<file path="config.mk">
export PLATFORM = sky130hd
export DESIGN_NAME = ltc2308_adc_responder
export DESIGN_NICKNAME = d
export VERILOG_FILES = /design/src/rtl/ltc2308_adc_responder.sv
export SDC_FILE = /design/constraint.sdc
export NUM_CORES = 1
export LEC_CHECK = 0
export ABC_AREA = 0
export BUFFER_PORTS_ARGS = -buffer_cell sky130_fd_sc_hd__buf_2
export CAP_MARGIN = 20
export CORE_MARGIN = 5
export CORE_UTILIZATION = 45
export DETAILED_ROUTE_END_ITERATION = 6
export PLACE_DENSITY_LB_ADDON = 0.12
export SLEW_MARGIN = 20
export SYNTH_ARGS = -nofsm -noshare
export SYNTH_HDL_FRONTEND = slang
export SYNTH_SLANG_ARGS = --single-unit
</file>
<file path="constraint.sdc">
create_clock -name clk_clk -period 3.25 [get_ports clk_clk]
set_input_delay 0.1625 -clock clk_clk [delete_from_list [all_inputs] [get_ports clk_clk]]
set_output_delay 0.1625 -clock clk_clk [all_outputs]
set_load 0.05 [all_outputs]
</file>
<file path="src/rtl/ltc2308_adc_responder.sv">
`default_nettype none
// ============================================================================
// Module      : ltc2308_adc_responder
// Description : Device-side model of the LTC2308 4-wire serial ADC. Answers
//               CONVST/SCK/SDI from an ADC controller, returns 12-bit samples
//               taken from a parallel 8-channel bus on SDO.
// Revision    : 1.0 - initial release
// ============================================================================
module ltc2308_adc_responder #(
    parameter int         CONV_CYCLES = 80,
    parameter int         SYNC_STAGES = 2,
    parameter logic [5:0] CFG_RESET   = 6'h22
) (
    input  logic        clk_clk,
    input  logic        reset_reset,
    input  logic        adc_convst,
    input  logic        adc_sck,
    input  logic        adc_sdi,
    output logic        adc_sdo,
    input  logic [95:0] ch_data,
    output logic        busy,
    output logic [5:0]  cfg_word,
    output logic        cfg_valid
);

    localparam int CNT_W = $clog2(CONV_CYCLES + 1);

    typedef enum logic [1:0] {
        IDLE    = 2'd0,
        CONVERT = 2'd1,
        READY   = 2'd2,
        SHIFT   = 2'd3
    } state_t;

    state_t state, state_next;

    logic [SYNC_STAGES-1:0] convst_sync, sck_sync, sdi_sync;
    logic                   convst_prev, sck_prev;
    logic                   convst_rise, sck_rise, sck_fall, sdi_bit;

    logic [CNT_W-1:0]       conv_cnt;
    logic [11:0]            result;
    logic [5:0]             active_cfg;
    logic [4:0]             cfg_shift;
    logic [2:0]             rise_cnt;
    logic [3:0]             fall_cnt;
    logic                   sdo;

    logic                   start_conv, latch, capture, shift_out;
    logic [2:0]             sel_ch;
    logic [11:0]            raw, sample;

    // Synchronise the asynchronous controller lines and keep one extra flop for edge detection
    always_ff @(posedge clk_clk) begin
        if (reset_reset) begin
            convst_sync <= '0;
            sck_sync    <= '0;
            sdi_sync    <= '0;
            convst_prev <= 1'b0;
            sck_prev    <= 1'b0;
        end else begin
            convst_sync <= {convst_sync[SYNC_STAGES-2:0], adc_convst};
            sck_sync    <= {sck_sync[SYNC_STAGES-2:0], adc_sck};
            sdi_sync    <= {sdi_sync[SYNC_STAGES-2:0], adc_sdi};
            convst_prev <= convst_sync[SYNC_STAGES-1];
            sck_prev    <= sck_sync[SYNC_STAGES-1];
        end
    end

    // SDI travels through the same number of stages as SCK so the captured bit lines up with the rise
    assign convst_rise = convst_sync[SYNC_STAGES-1] & ~convst_prev;
    assign sck_rise    = sck_sync[SYNC_STAGES-1] & ~sck_prev;
    assign sck_fall    = ~sck_sync[SYNC_STAGES-1] & sck_prev;
    assign sdi_bit     = sdi_sync[SYNC_STAGES-1];

    // State register
    always_ff @(posedge clk_clk) begin
        if (reset_reset) begin
            state <= IDLE;
        end else begin
            state <= state_next;
        end
    end

    // Next-state decode; a CONVST rise always takes priority over a coincident SCK edge
    always_comb begin
        state_next = state;
        start_conv = 1'b0;
        latch      = 1'b0;
        case (state)
            IDLE: begin
                if (convst_rise) begin
                    state_next = CONVERT;
                    start_conv = 1'b1;
                end
            end
            CONVERT: begin
                if (conv_cnt == '0) begin
                    state_next = READY;
                    latch      = 1'b1;
                end
            end
            READY: begin
                if (convst_rise) begin
                    state_next = CONVERT;
                    start_conv = 1'b1;
                end else if (sck_rise) begin
                    state_next = SHIFT;
                end
            end
            SHIFT: begin
                if (convst_rise) begin
                    state_next = CONVERT;
                    start_conv = 1'b1;
                end else if (sck_fall && fall_cnt == 4'd11) begin
                    state_next = IDLE;
                end
            end
            default: state_next = IDLE;
        endcase
    end

    // Frame strobes: config bits on the first six rises, result bits on falls, only inside a frame
    assign capture   = sck_rise && !convst_rise && (state == READY || state == SHIFT)
                       && (rise_cnt < 3'd6);
    assign shift_out = sck_fall && !convst_rise && (state == SHIFT);
    assign busy      = (state == CONVERT);
    assign adc_sdo   = sdo;

    // Sample selection from the configuration captured at the conversion start
    always_comb begin
        sel_ch = {active_cfg[3], active_cfg[2], active_cfg[4]};
        raw    = ch_data[12*int'(sel_ch) +: 12];
        sample = active_cfg[1] ? raw : (raw ^ 12'h800);
        if (active_cfg[0]) begin
            sample = 12'h000;
        end
    end

    // Conversion timer, result latch, config capture and SDO shifting
    always_ff @(posedge clk_clk) begin
        if (reset_reset) begin
            conv_cnt   <= '0;
            result     <= '0;
            active_cfg <= CFG_RESET;
            cfg_word   <= CFG_RESET;
            cfg_shift  <= '0;
            cfg_valid  <= 1'b0;
            rise_cnt   <= '0;
            fall_cnt   <= '0;
            sdo        <= 1'b0;
        end else begin
            cfg_valid <= 1'b0;

            if (start_conv) begin
                conv_cnt   <= CNT_W'(CONV_CYCLES - 1);
                active_cfg <= cfg_word;
                rise_cnt   <= '0;
                fall_cnt   <= '0;
                sdo        <= 1'b0;
            end else if (state == CONVERT && conv_cnt != '0) begin
                conv_cnt <= conv_cnt - 1'b1;
            end

            if (latch) begin
                result <= sample;
                sdo    <= sample[11];
            end

            if (capture) begin
                cfg_shift <= {cfg_shift[3:0], sdi_bit};
                rise_cnt  <= rise_cnt + 1'b1;
                if (rise_cnt == 3'd5) begin
                    cfg_word  <= {cfg_shift, sdi_bit};
                    cfg_valid <= 1'b1;
                end
            end

            if (shift_out) begin
                if (fall_cnt == 4'd11) begin
                    sdo      <= 1'b0;
                    fall_cnt <= '0;
                    rise_cnt <= '0;
                end else begin
                    sdo      <= result[4'd10 - fall_cnt];
                    fall_cnt <= fall_cnt + 1'b1;
                end
            end
        end
    end

endmodule
`default_nettype wire

</file>
# Word level (Yosys, flattened, before mapping)
# Cells that the tools add are included.
# word_totals
regBits,54
in_bits,101
out_inout_bits,9
wordCells,90
# classes
n_addsub,4
n_mul,1
n_lt_le_gt_ge,2
n_eq_ne,9
n_shift,1
muxes,29
n_bitwise,8
reduce_logical,20
# ops
cell,count
96-bit by 8-bit variable part select with 12-bit output,1
12-bit two-way mux,2
7-bit two-way mux,2
2-bit two-way mux,6
3-bit two-way mux,4
4-bit two-way mux,3
1-bit two-way mux,10
2-bit case mux with 4 select lines,1
1-bit logical AND,7
7-bit zero test,1
7-bit nonzero test,1
"7-bit by 1-bit subtractor with 7-bit output, second input constant",1
"3-bit inequality test, second input constant",2
"4-bit by 5-bit less-than comparator with 1-bit output, second input constant",1
"2-bit by 3-bit multiplier with 5-bit output, first input constant",1
1-bit NOT,5
"4-bit by 1-bit adder with 4-bit output, second input constant",1
1-bit binary-select mux with 4-bit select,1
"2-bit == test, second input constant",2
"4-bit == test, second input constant",1
4-bit AND reduction,1
2-bit nonzero test,2
2-bit OR reduction,2
"4-bit subtractor, first input constant",1
13 further kinds,15

# Depth between registers and ports, before layout
# Gate-level depths: netlist of the first run.
# depth
ltp_word,9
ltp_mapped,8
mapped_depth_nobuf,7

# Worst setup path after synthesis of the first run
# OpenSTA, ideal clock, no wires.
# synth_path
path_type,register to register
start,register fall_cnt[1]
end,register sdo (netlist: adc_sdo)
setup_time_ns,0.130
arrival_ns,1.609
t_required_ns,3.120
setup_slack_ns,1.511
path_stages_with_launch,7
path_buffers,0
synth_period_minus_slack_ns,1.739
cell_sequence,dfxtp_1 > ha_1 > mux4_2 > nor2_1 > a21oi_1 > nor3b_1 > o22ai_1
# synth_via
elab_chain_cells,5
word_cells_on_any_way,6
classes_between,add/sub (1); eq/ne (1); mux (4)
# synth_lines
item,line,source
from (decl),46,logic [3:0] fall_cnt;
from (signal assigned),186,fall_cnt <= fall_cnt + 1'b1;
4-bit subtractor,185,sdo <= result[4'd10 - fall_cnt];
1-bit binary-select mux with 4-bit select,185,
1-bit two-way mux (not written as such),185,
1-bit two-way mux *,180,if (fall_cnt == 4'd11) begin
1-bit two-way mux *,179,if (shift_out) begin
to (signal assigned),167,sdo <= sample[11];
to (signal assigned),185,
to (decl),47,logic sdo;
# Every way passes the cells marked *; elsewhere a longest branch is shown, timed or not. The select of a mux whose other input is x is not followed.
# A chain may end at the register's enable or synchronous reset.

# Worst setup path after layout of the first run
# layout_path
start,register fall_cnt[0]
end,register sdo (netlist: adc_sdo)
# Same word-level chain as after synthesis.

==> results of run 1 <==
-- synth_stat cells, drive strengths merged --
cell type,n
mux2,11
and3b,2
nand3b,1
nand4,1
and4,1
nor4,2
ha,6
nand2,19
inv,5
xnor2,2
nand2b,3
nor3b,2
o221ai,2
a211o,3
nor2b,13
nor3,9
clkinv,1
mux4,29
xor2,6
dfxtp,54
clkbuf,11
a211oi,1
o21ai,5
o31ai,1
buf,10
mux2i,10
a21oi,19
nand3,12
a22oi,12
o211ai,1
or3,2
and2,3
nor2,33
o22ai,1
and3,1
-- report_power, final --
group	total, mW	switching (mW)	internal [mW]	leakage (nW)
Sequential	0.703	0.0188	0.685	0.438
Combinational	0.202	0.0926	0.109	1.05
Clock	0.479	0.225	0.254	0.0618
Total	1.38	0.336	1.05	1.55
-- metrics by stage --
step                util, %  total power, mW  instances  setup WS [ns]
finish                 56.4             1.38        490           1.10
global route           56.4             1.45        490          0.820
CTS                    56.4             1.40        489           1.07
detailed placement     54.6            0.922        481           1.09
global placement       54.6            0.919        481           1.14
floorplan                 -            0.840        294           1.51
-- per-layer routing --
layer / global-route usage [%] / wire length, um / vias to the layer above
met3: 3.38 / 461 / 11
met5: 0 / 0 / -
li1: - / - / 1293
met2: 27.9 / 3420 / 89
met4: 7.57 / 149 / 0
met1: 23.7 / 3310 / 1204
-- registers in the layout, summed over array words and instances (netlist names), 3 cells and up --
| name | cells |
|---|---|
| active_cfg | 5 |
| cfg_shift | 5 |
| cfg_word | 6 |
| conv_cnt | 7 |
| fall_cnt | 4 |
| result | 12 |
| rise_cnt | 3 |
-- worst max-delay path by stage --
stage / from / slack (ns) / to / depth (start not counted)
3_3_place_gp: fall_cnt[0] / 1.14 / adc_sdo / 6
6_report: fall_cnt[0] / 1.10 / adc_sdo / 6
4_1_cts: fall_cnt[0] / 1.07 / adc_sdo / 6
5_1_grt: fall_cnt[0] / 0.82 / adc_sdo / 6
3_5_place_dp: fall_cnt[0] / 1.09 / adc_sdo / 6
2_1_floorplan: fall_cnt[1] / 1.51 / adc_sdo / 6
-- area by class of cell --
class / instances / area, sq um
multi-input combinational: 213 / 1920
antenna: 1 / 2.50
sequential: 54 / 1080
clock buffer: 6 / 82.6
fill: 612 / 2960
inverter: 6 / 22.5
tap: 96 / 120
timing repair buffer: 112 / 568
clock inverter: 2 / 38.8
-- worst register-to-register path, stage by stage (launching register included) --
cell,delay [ns]
dfxtp_1,0.63
ha_1,0.38
mux4_2,0.54
nor2_1,0.09
a21oi_1,0.07
nor3b_1,0.20
o22ai_1,0.10
-- cells in the final DEF (no fill, tap or decap), drive strengths merged, types with 3 or more instances in the layout --
cell type  synthesis  routed
a211o              3       3
xor2               6       6
mux2i             10      10
dfxtp             54      54
nor3               9       9
ha                 6       6
buf               10     112
o21ai              5       5
and2               3       3
clkbuf            11       6
a21oi             19      19
nand2b             3       3
nor2b             13      13
nand3             12      12
inv                5       6
nand2             19      19
a22oi             12      12
nor2              33      33
mux4              29      29
mux2              11      11
-- cell families (layout without fill, tap and decap cells) --
group / count (synthesis) / count (layout)
other: 0 / 1
adders and majority gates: 6 / 6
buffers and inverters: 27 / 126
muxes: 50 / 50
xor gates and xnor gates: 8 / 8
AOI/OAI and AO/OA: 45 / 45
DFF: 54 / 54
and+or+nand+nor: 104 / 104
==> impl_metrics.toml, run 1 <==
[floorplan]
row_count = 30
dieWidth_um = 93.5
ios = 110
die_area_sq_um = 8730
start_util_pct = 46.1
core_area_sq_um = 6790
die_y_um = 93.5

[worst_setup_path]
critPathKind = "register to register"
rrSetupSlack_ns = 1.10
cp_cell_sequence = "ha_1 > mux4_2 > nor2_1 > a21oi_1 > nor3b_1 > o22ai_1"
max_stage_delay_ns = 0.63
r2r-end = "adc_sdo"
crit_arrival_ns = 2.32
cpLargestDelayFamily = "flip-flops"
crit_fanout = 12
worstPathRequired_ns = 3.41
start_kind = "register"
end_kind = "register"
r2r-start = "fall_cnt[0]"
path_buf_inv = 0
cp_slowest_cell = "dfxtp_1"
reg2regPathDepth = 6

[pwr]
power_leakage_nw = 1.55
power_density_nw_per_um2 = 361
ir_worst_vdd_mv = 0.153

[clock_network]
cts_tree = "done"
cts_hold_buffers = 0
cts_buffers = 5
cts.sinks = 54
cts-resized-gates = 0
htree_levels = 2
cts-root-buf = "clkbuf_8"
clk_pin_slew_ns = 0.10
cts_setup_buffers = 0
cts_buffer_depth = 2
clock_latency_ns = 0.31

[synthesis]
synth_xor_area_share_pct = 2.24
synth_top_family_by_area = "multiplexers"
synthAdderAreaFrac_pct = 2.40
synth-seq-cells = 54
yosys-top-cells-area = "dfxtp_1 34%, mux4_1 13%, mux4_2 10%"
synth_compound_area_share_pct = 10.3
synth_area_sq_um = 3130
netlist_instances = 294
yosysSeqAreaShare_pct = 34.5
synth_simple_gate_area_share_pct = 16.5
yosysTopAreaCellShare_pct = 34.5
synth.distinct_cells = 42
synthMuxAreaShare_pct = 29.8
syn_nets = 401
synth_warnings = 0
syn_avg_cell_area_sq_um = 10.7
synth_top_cell_by_area = "dfxtp_1"

[outcome]
outcome = "finished, final reports clean"

[timing]
tightestPinTransition_ns = 0.949
fin_tns_setup_ns = 0
fin_crit_ns = 2.15
post-route-period-util_pct = 66.3
rsz0062_at_grt = "false"
fmax_mhz = 464
report.final.slew_viol_count = 0
hold_viol = 0
holdWs_ns = 0.0534
finalSetupViolCount = 0
slew_headroom_pct = 36.7
finalClockSkew_ns = 0.00922

[detailed_routing]
drcViolationCount = 0
ant_nets = 0
drt-initial-drc-count = 131
firstDrtPassIters = 4
viasPerCell = 5.30
drt_wl_total_um = 7340
route.detailed.wl_per_inst_um = 15.0
num_vias = 2597

[min_path]
hold_class = "primary input to register"
hold_end = "sdi_sync[0]"
hold_path_depth = 2
hold_start = "adc_sdi"

[placement]
dp_hpwl_um = 5740
place_area_sq_um = 3710
place.gp.congestion = 0.819
numPortBuffers = 109

[global_route]
grt_pass1_vias = 2668
grt_pass1_wl_um = 12400
grt_max_degree = 54
antenna_found_initial = 1
grt_overflow = 0
grt_usage_pct = 17.7

[final_layout]
final_nets = 499
fin_area_sq_um = 3830
drive_gt1_share_pct = 39.9
syn2layout_area_growth_pct = 22.3

[flow_run]
drv_cap = 0
(Power assumes the default switching activity.)
==> inputs of run 2 (changes only) <==
==> constraint.sdc (replaced) <==
create_clock -name clk_clk -period 1.9 [get_ports clk_clk]
set_input_delay 0.095 -clock clk_clk [delete_from_list [all_inputs] [get_ports clk_clk]]
set_output_delay 0.095 -clock clk_clk [all_outputs]
set_load 0.05 [all_outputs]
==> impl_metrics.toml, run 2 (same netlist as run 1, synthesis figures left out) <==
[outcome]
outcome = "finished, final reports clean"

[final_layout]
syn2layout_area_growth_pct = 25.8
top_regs = "result x12, conv_cnt x7, cfg_word x6"
largest_reg_flops = 12
n_fill_cell = 632
regMostFlops = "result"
antenna_cells = 0
layout_commonest_cell = "buf_2"
final_nets = 513
drive_gt1_share_pct = 42.1
mostFrequentLayoutCells = "109 x buf_2, 53 x dfxtp_1, 31 x nor2_1, 19 x nand2_1, 19 x a21oi_1"

[worst_setup_path]
critPathKind = "register to register"
start_kind = "register"
reg2regPathDepth = 6
end_kind = "register"
crit_fanout = 4
worstPathRequired_ns = 2.13
crit_arrival_ns = 2.02

[global_route]
antenna_found_initial = 0
grt_overflow = 0
grt_pass1_wl_um = 12600
grt_pass1_vias = 2692
grt_max_degree = 35
grt_usage_pct = 18.1

[flow_run]
drv_cap = 0

[timing]
fin_tns_setup_ns = 0
rsz0062_at_grt = "false"
finalClockSkew_ns = 0.0100
fin_crit_ns = 1.79
holdWs_ns = 0.172
report.final.slew_viol_count = 0
hold_viol = 0
tightestPinTransition_ns = 0.429
post-route-period-util_pct = 94.4
slew_headroom_pct = 71.4
fmax_mhz = 558
finalSetupViolCount = 0

[clock_network]
cts_tree = "done"
clock_latency_ns = 0.31
cts_buffers = 5
cts-root-buf = "clkbuf_8"
htree_levels = 2
cts_buffer_depth = 2
clk_pin_slew_ns = 0.10
cts.sinks = 54

[pwr]
power_density_nw_per_um2 = 557
ir_worst_vdd_mv = 0.356
power_leakage_nw = 1.60

[placement]
numPortBuffers = 109
dp_hpwl_um = 5970
place.gp.congestion = 0.768

[min_path]
hold_path_depth = 2
hold_class = "primary input to register"

[detailed_routing]
route.detailed.wl_per_inst_um = 15.1
drcViolationCount = 0
viasPerCell = 5.19
firstDrtPassIters = 4
ant_nets = 0
drt_wl_total_um = 7600
drt-initial-drc-count = 88
num_vias = 2606

[floorplan]
core_area_sq_um = 6790
ios = 110
start_util_pct = 46.1
die_area_sq_um = 8730
dieWidth_um = 93.5
row_count = 30
die_y_um = 93.5
[run 2: cell types whose count changed in the layout (fill, tap and decap cells not counted), sizes merged]
cell         delta
buf            +11
dlygate4sd3     +3
clkinvlp        +2
bufinv          -1
clkbuf          -1
diode           -1
inv             -1
[run 2: layout make-up]
class,count,area (sq um),share of cell area (%)
inverters,6,22.5,0.571
clock buffers,5,68.8,1.74
well taps,96,120,3.05
repair buffers,126,706,17.9
flip-flops and latches,54,1080,27.4
clock inverters,2,15.0,0.381
multi-input cells,213,1930,48.9
[run 2: worst max-delay path: stages (launching register included)]
cell and delay [ns]:
dfxtp_2 0.37, buf_4 0.15, mux4_2 0.51, mux2i_2 0.20, xor2_1 0.22, a21oi_1 0.10, o22ai_1 0.16
[run 2: worst paths after layout]
path	from	to	slack (ns)
worst min-delay path	reset_reset	sdi_sync[1]	0.17
worst min register to register	sdi_sync[0]	sdi_sync[1]	0.45
worst max-delay path	active_cfg[4]	adc_sdo	0.11
worst max register to register	active_cfg[4]	adc_sdo	0.11
[run 2: routing by layer]
metal / vias to the layer above / GRT usage, % / wire, um
met5: - / 0 / 0
met3: 5 / 3.06 / 424
met4: 0 / 5.49 / 95
met2: 83 / 30.0 / 3610
li1: 1315 / - / -
met1: 1203 / 24.1 / 3470
[run 2: power breakdown]
group	switching, mW	leakage, nW	internal (mW)
sequential	0.0327	0.438	1.17
combinational	0.162	1.13	0.198
clock	0.379	0.0362	0.253
[run 2: metrics by stage]
| stage | util (%) | std cells | cell area [sq um] | power [mW] | setup WS (ns) |
|---|---|---|---|---|---|
| floorplan | - | 294 | 3130 | 1.44 | 0.161 |
| global placement | 56.2 | 492 | 3820 | 1.58 | 0.108 |
| detailed placement | 56.2 | 492 | 3820 | 1.59 | 0.0573 |
| CTS | 57.9 | 502 | 3930 | 2.22 | 0.00799 |
| global route | 58.0 | 502 | 3940 | 2.31 | 0.00939 |
| finish | 58.0 | 502 | 3940 | 2.20 | 0.107 |
[run 2: what timing repair did]
item | 4_1_cts | 5_1_grt
setup endpoints to repair | 0 | 1
setup buffers | 0 | 0
gates resized for setup | 0 | 4
hold endpoints to repair | 3 | 0
hold buffers | 3 | 0
